[config.mk]
export PLATFORM = sky130hd
export DESIGN_NAME = conv_scheduler_flat
export DESIGN_NICKNAME = d
export VERILOG_FILES = /design/src/rtl/conv_scheduler_if.sv /design/src/rtl/conv_scheduler.sv /design/src/flat_wrapper.sv
export SDC_FILE = /design/constraint.sdc
export NUM_CORES = 1
export LEC_CHECK = 0
export BUFFER_PORTS_ARGS = -buffer_cell sky130_fd_sc_hd__clkbuf_2
export CAP_MARGIN = 20
export CORE_MARGIN = 10
export CORE_UTILIZATION = 50
export DETAILED_ROUTE_END_ITERATION = 7
export PLACE_DENSITY = 0.87
export SYNTH_ARGS = -nofsm -noshare
export SYNTH_HDL_FRONTEND = slang
export SYNTH_SLANG_ARGS = --single-unit
[constraint.sdc]
create_clock -name clk -period 1.75 [get_ports clk]
set_input_delay 0.35 -clock clk [delete_from_list [all_inputs] [get_ports clk]]
set_output_delay 0.35 -clock clk [all_outputs]
set_load 0.01 [all_outputs]
[src/rtl/conv_scheduler_if.sv]
// conv_scheduler_if
// Bundles every strobe, address and stream handshake between the convolution
// phase sequencer and the blocks it drives. Clock and reset stay outside.
//
// master (sequencer side):
//   in : s_valid_x, m_ready_y
//   out: s_ready_x, x_wr_en, x_wr_addr, x_rd_addr (lane i at [i*ADDRX +: ADDRX]),
//        f_addr, clr_acc, en_acc, y_wr_en, y_wr_addr, y_wr_mask, y_rd_addr,
//        m_valid_y, done
// slave (environment side): the same signals with directions reversed.
interface conv_scheduler_if #(
   parameter int P     = 2,
   parameter int ADDRX = 3,
   parameter int ADDRF = 2
);
   logic                 s_valid_x;
   logic                 s_ready_x;
   logic                 x_wr_en;
   logic [ADDRX-1:0]     x_wr_addr;
   logic [P*ADDRX-1:0]   x_rd_addr;
   logic [ADDRF-1:0]     f_addr;
   logic                 clr_acc;
   logic                 en_acc;
   logic                 y_wr_en;
   logic [ADDRX-1:0]     y_wr_addr;
   logic [P-1:0]         y_wr_mask;
   logic [ADDRX-1:0]     y_rd_addr;
   logic                 m_valid_y;
   logic                 m_ready_y;
   logic                 done;

   modport master (
      input  s_valid_x, m_ready_y,
      output s_ready_x, x_wr_en, x_wr_addr, x_rd_addr, f_addr, clr_acc, en_acc,
             y_wr_en, y_wr_addr, y_wr_mask, y_rd_addr, m_valid_y, done
   );

   modport slave (
      output s_valid_x, m_ready_y,
      input  s_ready_x, x_wr_en, x_wr_addr, x_rd_addr, f_addr, clr_acc, en_acc,
             y_wr_en, y_wr_addr, y_wr_mask, y_rd_addr, m_valid_y, done
   );
endinterface

[src/rtl/conv_scheduler.sv]
// conv_scheduler
// Phase sequencer for the P-lane 1-D convolution datapath. Loads LENX samples
// from the input stream into the X memories, runs ceil(SIZE/P) groups of
// LENF-tap MACs (SIZE = LENX-LENF+1), writes each group into the output
// buffer, then streams the buffer out one word at a time.
//
// Ports:
//   clk   : single clock
//   reset : asynchronous, active-high; returns to LOAD with all counters 0
//   bus   : conv_scheduler_if.master (sample stream in, X/F/Y memory control,
//           MAC strobes, output stream, done pulse)
module conv_scheduler #(
   parameter int LENX  = 8,
   parameter int LENF  = 4,
   parameter int P     = 2,
   parameter int ADDRX = 3,
   parameter int ADDRF = 2
) (
   input logic              clk,
   input logic              reset,
   conv_scheduler_if.master bus
);
   localparam int SIZE = LENX - LENF + 1;
   // c runs 0..LENF inclusive, so it needs one bit more than the ROM address
   localparam int CW = ADDRF + 1;

   localparam logic [ADDRX:0]   SIZE_X = (ADDRX+1)'(SIZE);
   localparam logic [ADDRX:0]   P_X    = (ADDRX+1)'(P);
   localparam logic [ADDRX-1:0] LAST_X = ADDRX'(LENX - 1);
   localparam logic [ADDRX-1:0] LAST_Y = ADDRX'(SIZE - 1);
   localparam logic [CW-1:0]    LENF_C = CW'(LENF);

   typedef enum logic [1:0] {LOAD, COMPUTE, WRITE, DRAIN} state_t;

   state_t           state;
   logic [ADDRX-1:0] ld_cnt;
   logic [ADDRX-1:0] base;
   logic [ADDRX-1:0] rd_addr;
   logic [CW-1:0]    c;
   logic             m_valid;
   logic             done_r;

   logic [ADDRX:0]   base_x;
   logic [ADDRX:0]   base_next_x;
   logic [ADDRX:0]   lane_x;
   logic [ADDRX:0]   sum_x;
   logic             ready;
   logic             wr;

   // Lane and group arithmetic is one bit wider than the address so that
   // base+i+c and base+P compare against SIZE without wrapping.
   assign base_x      = {1'b0, base};
   assign base_next_x = base_x + P_X;

   // Reset state is LOAD, but the stream must not see ready while reset is held.
   assign ready = (state == LOAD) && !reset;
   assign wr    = bus.s_valid_x && ready;

   assign bus.s_ready_x = ready;
   assign bus.x_wr_en   = wr;
   assign bus.x_wr_addr = ld_cnt;
   assign bus.y_rd_addr = rd_addr;
   assign bus.m_valid_y = m_valid;
   assign bus.done      = done_r;

   always_comb begin
      bus.clr_acc   = 1'b0;
      bus.en_acc    = 1'b0;
      bus.f_addr    = '0;
      bus.x_rd_addr = '0;
      bus.y_wr_en   = 1'b0;
      bus.y_wr_addr = '0;
      bus.y_wr_mask = '0;
      lane_x        = '0;
      sum_x         = '0;
      if (state == COMPUTE) begin
         // Reads issue at c=0..LENF-1; the memories answer one cycle later,
         // so accumulation runs at c=1..LENF.
         bus.clr_acc = (c == '0);
         bus.en_acc  = (c != '0);
         if (c < LENF_C) begin
            bus.f_addr = c[ADDRF-1:0];
            for (int i = 0; i < P; i++) begin
               lane_x = base_x + (ADDRX+1)'(i);
               sum_x  = lane_x + (ADDRX+1)'(c);
               // Lanes past the last output still run; park them on a legal
               // address, their result is masked off at write time.
               if (lane_x >= SIZE_X)
                  bus.x_rd_addr[i*ADDRX +: ADDRX] = LAST_X;
               else
                  bus.x_rd_addr[i*ADDRX +: ADDRX] = sum_x[ADDRX-1:0];
            end
         end
      end
      if (state == WRITE) begin
         bus.y_wr_en   = 1'b1;
         bus.y_wr_addr = base;
         for (int i = 0; i < P; i++) begin
            lane_x           = base_x + (ADDRX+1)'(i);
            bus.y_wr_mask[i] = (lane_x < SIZE_X);
         end
      end
   end

   always_ff @(posedge clk or posedge reset) begin
      if (reset) begin
         state   <= LOAD;
         ld_cnt  <= '0;
         base    <= '0;
         rd_addr <= '0;
         c       <= '0;
         m_valid <= 1'b0;
         done_r  <= 1'b0;
      end else begin
         done_r <= 1'b0;
         case (state)
            LOAD: begin
               if (wr) begin
                  if (ld_cnt == LAST_X) begin
                     ld_cnt <= '0;
                     base   <= '0;
                     c      <= '0;
                     state  <= COMPUTE;
                  end else begin
                     ld_cnt <= ld_cnt + ADDRX'(1);
                  end
               end
            end
            COMPUTE: begin
               if (c == LENF_C) begin
                  c     <= '0;
                  state <= WRITE;
               end else begin
                  c <= c + CW'(1);
               end
            end
            WRITE: begin
               if (base_next_x < SIZE_X) begin
                  base  <= base_next_x[ADDRX-1:0];
                  state <= COMPUTE;
               end else begin
                  base    <= '0;
                  rd_addr <= '0;
                  m_valid <= 1'b0;
                  state   <= DRAIN;
               end
            end
            DRAIN: begin
               // m_valid low marks the buffer fetch cycle for rd_addr.
               if (!m_valid) begin
                  m_valid <= 1'b1;
               end else if (bus.m_ready_y) begin
                  m_valid <= 1'b0;
                  if (rd_addr == LAST_Y) begin
                     rd_addr <= '0;
                     done_r  <= 1'b1;
                     state   <= LOAD;
                  end else begin
                     rd_addr <= rd_addr + ADDRX'(1);
                  end
               end
            end
            default: state <= LOAD;
         endcase
      end
   end
endmodule

[src/flat_wrapper.sv]
// flat-port wrapper written by rule: the top's interface ports become plain ports
module conv_scheduler_flat 
#(
   parameter int LENX  = 8,
   parameter int LENF  = 4,
   parameter int P     = 2,
   parameter int ADDRX = 3,
   parameter int ADDRF = 2
)
  (clk, reset, bus_s_valid_x, bus_m_ready_y, bus_s_ready_x, bus_x_wr_en, bus_x_wr_addr, bus_x_rd_addr, bus_f_addr, bus_clr_acc, bus_en_acc, bus_y_wr_en, bus_y_wr_addr, bus_y_wr_mask, bus_y_rd_addr, bus_m_valid_y, bus_done);
  conv_scheduler_if #(.P(P), .ADDRX(ADDRX), .ADDRF(ADDRF)) bus_i ();
  input logic clk;
  input logic reset;
  input wire logic [$bits(bus_i.s_valid_x)-1:0] bus_s_valid_x;
  input wire logic [$bits(bus_i.m_ready_y)-1:0] bus_m_ready_y;
  output wire logic [$bits(bus_i.s_ready_x)-1:0] bus_s_ready_x;
  output wire logic [$bits(bus_i.x_wr_en)-1:0] bus_x_wr_en;
  output wire logic [$bits(bus_i.x_wr_addr)-1:0] bus_x_wr_addr;
  output wire logic [$bits(bus_i.x_rd_addr)-1:0] bus_x_rd_addr;
  output wire logic [$bits(bus_i.f_addr)-1:0] bus_f_addr;
  output wire logic [$bits(bus_i.clr_acc)-1:0] bus_clr_acc;
  output wire logic [$bits(bus_i.en_acc)-1:0] bus_en_acc;
  output wire logic [$bits(bus_i.y_wr_en)-1:0] bus_y_wr_en;
  output wire logic [$bits(bus_i.y_wr_addr)-1:0] bus_y_wr_addr;
  output wire logic [$bits(bus_i.y_wr_mask)-1:0] bus_y_wr_mask;
  output wire logic [$bits(bus_i.y_rd_addr)-1:0] bus_y_rd_addr;
  output wire logic [$bits(bus_i.m_valid_y)-1:0] bus_m_valid_y;
  output wire logic [$bits(bus_i.done)-1:0] bus_done;
  assign bus_i.s_valid_x = bus_s_valid_x;
  assign bus_i.m_ready_y = bus_m_ready_y;
  assign bus_s_ready_x = bus_i.s_ready_x;
  assign bus_x_wr_en = bus_i.x_wr_en;
  assign bus_x_wr_addr = bus_i.x_wr_addr;
  assign bus_x_rd_addr = bus_i.x_rd_addr;
  assign bus_f_addr = bus_i.f_addr;
  assign bus_clr_acc = bus_i.clr_acc;
  assign bus_en_acc = bus_i.en_acc;
  assign bus_y_wr_en = bus_i.y_wr_en;
  assign bus_y_wr_addr = bus_i.y_wr_addr;
  assign bus_y_wr_mask = bus_i.y_wr_mask;
  assign bus_y_rd_addr = bus_i.y_rd_addr;
  assign bus_m_valid_y = bus_i.m_valid_y;
  assign bus_done = bus_i.done;
  conv_scheduler #(.LENX(LENX), .LENF(LENF), .P(P), .ADDRX(ADDRX), .ADDRF(ADDRF)) u_core (.clk(clk), .reset(reset), .bus(bus_i));
endmodule
==> metrics, run 1 <==
syn_area_per_cell=9.64 um2; CTS clk-pin slew, worst paths=0.09 ns; cts bufs inserted=3; outcome=finished with violations; Setup Skew=0.00669 ns; CTS tree=yes; Post-DP Area=1170 um2; gr usage total=10.7%; crit start category=flop; H-tree depth=1; HP Class=primary input to async pin; top_reg_cell synth=dfrtp_1; MaxCap Viol Count=0; register area=379 um2; FMAX=0.533 GHz; Syn Inst Count=104; first-pass GRT wire length=3.77 mm; die area=4200 um2; antenna violations before repair=0; hold slack=0.133 ns; CP Capture Type=primary output; Layout area overhead=24.6%; RSZ-0062 raised after global routing=yes; final worst slack=-0.126 ns; total number of yosys warnings=0; final wirelength=2.28 mm; boundary pin count=30; Internal Power=1.25 mW; failing checks=setup timing; vias in the first global route=881; GR Overflow Total=0; worst-margin pin slew=0.558 ns; final hold vios=0; Psw=1.09 mW; largest net degree at the start of global routing=16; Initial Utilization=51.6%; mapped cell area=1000 um2; fraction of layout cells with a size suffix above 1=40.7%; ANT cells=0; Final Max Slew Viols=0; # clock sinks=15; Gate power share=62.4%; CP arrival=1.53 ns; PwrDens=1870 nW/um2; CTS max path bufs=2; synth cell count leaders=nor2_1 (17), dfrtp_1 (15), ha_1 (10), a21oi_1 (9), inv_1 (9); area occupied by multi-input gates=586 um2; DRC errors left=0; Final setup viols=5; DIE HEIGHT=64.8 um; Synth top area share=37.5%; Vias=862; nets@finish=157; row count=16; latest clock arrival within the worst-skew pair=0.29 ns; HPWL after detailed placement=1.87 mm; post-synthesis register bit count=15; Reg power frac=28.9%; Slew HR=62.8%; switch share=46.5%; post-route design area=1250 um2; leakage=0.660 nW; worst ir drop on vdd=981 uV; clk root buf=clkbuf_4; cell taking the most area after synthesis=dfrtp_1; type of the worst setup path=flop to primary output; Filler cells=162; Placer Congestion=0.817; sequential share of the synthesized area=37.5%; clock share of power=8.7%; die width=64.8 um; port bufs=28; core area=1940 um2; Critical Path Fanout Max=4; Area contributors post-synth=dfrtp_1 (37%), ha_1 (12%), nor2_1 (6.4%); ANT nets after route=0; Crit path required time=1.40 ns; most common cell in the netlist=nor2_1; drt via density=5.16; Final Critical Period=1.88 ns; initial drt markers=17; Routed wire per std cell=13.6 um; Detailed Routing Iterations Pass 1=4; Post-synth EDFFs=0; Synth async-reset ratio=100%; Yosys cell types=30; final worst-path cycle share=107%
==> power groups by stage <==
stage	clock network (mW)	logic, mW	registers, mW
after floorplan	0	0.891	0.695
after global placement	0	1.29	0.674
after detailed placement	0	1.34	0.691
after CTS	0.204	1.41	0.677
after global routing	0.217	1.62	0.707
final	0.203	1.46	0.676
==> metrics by stage <==
step	setup WS, ns	total power, mW	util [%]	TNS (ns)	cells
4_1_cts	-0.145	2.29	63.1	-0.466	166
3_3_place_gp	0.151	1.96	60.4	0	159
5_1_grt	-0.227	2.55	64.3	-0.831	167
2_1_floorplan	0.223	1.59	-	0	105
3_5_place_dp	0.104	2.03	60.4	0	159
6_report	-0.126	2.34	64.3	-0.415	167
==> worst max-delay path: stages (launching register included) <==
cell and delay (ns):
dfrtp_2 0.45, fa_2 0.54, nor2_1 0.05, nor2_1 0.07, buf_2 0.13
==> layer usage <==
layer | global-route usage, % | wire length, um | vias to the layer above
li1 | - | - | 425
met1 | 10.8 | 899 | 419
met2 | 21.2 | 1290 | 13
met3 | 1.89 | 58 | 5
met4 | 4.01 | 28 | 0
met5 | 0 | 0 | -
==> flip-flops by register name, indices dropped and copies added (netlist names) <==
register	flops
u_core.bus.m_valid_y	1
u_core.bus.y_rd_addr	3
u_core.bus.x_wr_addr	3
u_core.bus.done	1
u_core.base	2
u_core.state	2
u_core.c	3
==> cell usage in the layout (no fill, tap or decap), drive strengths merged <==
master / instances
clkinv: 1
xor2: 1
mux2: 3
and2: 1
and2b: 1
or3: 1
and3: 2
nand2b: 2
a31oi: 2
nand3: 3
clkbuf: 27
inv: 9
nand2: 3
conb: 2
nor3: 2
nor2: 17
o21bai: 2
a21oi: 9
a2bb2o: 1
buf: 10
fa: 2
nand4: 1
a22o: 2
ha: 10
o21ai: 6
and3b: 1
dfrtp: 15
and4: 2
nor4b: 1
o21ba: 1
==> worst paths after layout <==
path | start | end | slack, ns | depth (start not counted)
setup / recovery | u_core.base[1] | bus_x_rd_addr[1] | -0.13 | 4
hold / removal | reset | u_core.bus.x_wr_addr[0] | 0.13 | 2
setup reg to reg | u_core.bus.x_wr_addr[0] | u_core.base[1] | 0.24 | 5
hold reg to reg | u_core.c[2] | u_core.c[2] | 0.51 | 1
max in group asynchronous | reset | u_core.base[1] | 1.21 | 2
min in group clk | reset | u_core.bus.x_wr_addr[2] | 0.50 | 3
==> kinds of logic after synthesis <==
kind of cell             Yosys count  synth area share, %
multiplexers                       3                 3.37
other                              1                0.374
buffers and inverters             12                 5.62
adder cells (fa/ha/maj)           12                 16.5
AO/OA/AOI/OAI                     23                 14.0
AND/OR/NAND/NOR                   37                 21.8
XOR/XNOR                           1                0.874
flip-flops                        15                 37.5
==> layout make-up <==
cell class	count	area share, %
Timing Repair Buffer	34	15.1
Inverter	9	2.71
Sequential cell	15	30.4
Clock inverter	1	0.401
Clock buffer	3	1.80
Tap cell	27	2.71
Multi-Input combinational cell	78	46.9
==> timing repair <==
item                       4_1_cts  5_1_grt
setup endpoints to repair        5       13
pin swaps                        1        1
hold buffers                     0        0
setup buffers                    3        1
gates resized for setup          5       11
(Power assumes the default switching activity.)
==> run 2, diff against run 1 <==
--- a/config.mk
+++ b/config.mk
@@ -14,3 +14,4 @@
 export SYNTH_ARGS = -nofsm -noshare
 export SYNTH_HDL_FRONTEND = slang
 export SYNTH_SLANG_ARGS = --single-unit
+export TNS_END_PERCENT = 50
==> metrics, run 2 (synthesized netlist as in run 1, its figures left out) <==
CTS max path bufs=2 (unchanged); core area=1940 um2 (unchanged); FF-to-FF path depth=5 (unchanged); antenna violations before repair=0 (unchanged); Final Max Slew Viols=0 (unchanged); CP Cell Sequence=fa_2 -> nor2_1 -> nor2_1 -> buf_2 (unchanged); final wirelength=2.28 mm (unchanged); cts bufs inserted=3 (unchanged); vias in the first global route=881 (unchanged); # clock sinks=15 (unchanged); Final Non-Filler Cells=167 (unchanged); Detailed Routing Iterations Pass 1=4 (unchanged); latest clock arrival within the worst-skew pair=0.29 ns (about the same); Final setup viols=5 (unchanged); commonest non-fill, non-tap cell in the layout=clkbuf_2 (unchanged); CP max-delay cell=fa_2 (unchanged); worst-margin pin slew=0.558 ns (unchanged); RSZ-0062 raised after global routing=yes (unchanged); nets@finish=157 (unchanged); crit start category=flop (unchanged); leakage=0.660 nW (unchanged); row count=16 (unchanged); fraction of layout cells with a size suffix above 1=40.7% (unchanged); Routed wire per std cell=13.6 um (unchanged); Initial Utilization=51.6% (unchanged); gr usage total=10.7% (unchanged); CTS clk-pin slew, worst paths=0.09 ns (about the same); HP Class=primary input to async pin (unchanged); final worst-path cycle share=107% (unchanged); type of the worst setup path=flop to primary output (unchanged); outcome=finished with violations (unchanged); Critical Path Most Common Cell=nor2_1 (unchanged); HPWL after detailed placement=1.87 mm (unchanged); most frequent cells in the layout=clkbuf_2 (24), nor2_1 (16), dfrtp_1 (12) (unchanged); Critical R2R Launch=u_core.bus.x_wr_addr[0] (unchanged); CP Capture Type=primary output (unchanged); final hold vios=0 (unchanged); initial drt markers=18 (was 17); PwrDens=1870 nW/um2 (unchanged); FMAX=0.533 GHz (unchanged); Setup Skew=0.00669 ns (unchanged); CP arrival=1.53 ns (about the same); CP startpoint=u_core.base[1] (unchanged); drt via density=5.16 (unchanged); ANT nets after route=0 (unchanged); CP top delay family=adder cells (unchanged); Crit path required time=1.40 ns (about the same); worst r2r dst=u_core.base[1] (unchanged); clk root buf=clkbuf_4 (unchanged); H-tree depth=1 (unchanged); GR Overflow Total=0 (unchanged); first-pass GRT wire length=3.77 mm (unchanged); Layout area overhead=24.6% (unchanged); Slew HR=62.8% (unchanged); Critical Path Fanout Max=4 (unchanged); hold slack=0.133 ns (unchanged); boundary pin count=30 (unchanged); Placer Congestion=0.817 (unchanged); die area=4200 um2 (unchanged); setup TNS=-0.415 ns (unchanged); DIE HEIGHT=64.8 um (unchanged); r2r setup slk=0.24 ns (about the same); failing checks=setup timing (unchanged); Final Critical Period=1.88 ns (unchanged); Worst Path Buf+Inv=1 (unchanged); largest stage delay on the critical path=0.54 ns (about the same); CTS tree=yes (unchanged); final worst slack=-0.126 ns (unchanged); Placed Instances=159 (unchanged); largest net degree at the start of global routing=16 (unchanged); Filler cells=162 (unchanged); ANT cells=0 (unchanged); area occupied by multi-input gates=586 um2 (unchanged); die width=64.8 um (unchanged); worst ir drop on vdd=981 uV (unchanged); Vias=862 (unchanged); Layout Utilization=64.3% (unchanged); DRC errors left=0 (unchanged); MaxCap Viol Count=0 (unchanged); port bufs=28 (unchanged); overall power=2.34 mW (unchanged); register area=379 um2 (unchanged)
run 2: worst max path at each step:
| stage | endpoint | slack, ns | depth (start not counted) |
|---|---|---|---|
| after floorplan | bus_x_rd_addr[4] | 0.22 | 3 |
| after global placement | bus_x_rd_addr[4] | 0.15 | 4 |
| after detailed placement | bus_x_rd_addr[4] | 0.10 | 4 |
| after CTS | bus_x_rd_addr[1] | -0.14 | 4 |
| after global routing | bus_x_rd_addr[2] | -0.23 | 5 |
| final | bus_x_rd_addr[1] | -0.13 | 4 |
run 2: routing by layer:
metal	up-vias	global-route usage, %	wire length (um)
li1	425	-	-
met1	419	10.8	899
met2	13	21.2	1290
met3	5	1.89	58
met4	0	4.01	28
met5	-	0	0
run 2: per-stage QoR:
stage | worst slack, ns | instance area [um2]
final | -0.126 | 1250
after global routing | -0.227 | 1250
after detailed placement | 0.104 | 1170
after floorplan | 0.223 | 1010
after CTS | -0.145 | 1230
after global placement | 0.151 | 1170
run 2: what timing repair did:
action / 4_1_cts / 5_1_grt
buffers inserted: 3 / 1
pin swaps: 1 / 1
resized for setup: 5 / 11
setup endpoints to repair: 5 / 13
hold buffers: 0 / 0
run 2: area by class of cell:
cell class,instances,area share (%)
Multi-Input combinational cell,78,46.9
Sequential cell,15,30.4
Timing Repair Buffer,34,15.1
Inverter,9,2.71
Tap cell,27,2.71
Clock buffer,3,1.80
Clock inverter,1,0.401
run 2: report_power, final:
group	total [mW]	switching (mW)	internal (mW)
sequential	0.676	0.167	0.509
combinational	1.46	0.804	0.656
clock	0.203	0.118	0.0851
run 2: worst register-to-register path, stage by stage, from the launching register on:
cell and delay (ns):
dfrtp_1 0.43, ha_1 0.21, ha_1 0.18, and3b_1 0.20, o21bai_1 0.23, a22o_1 0.19
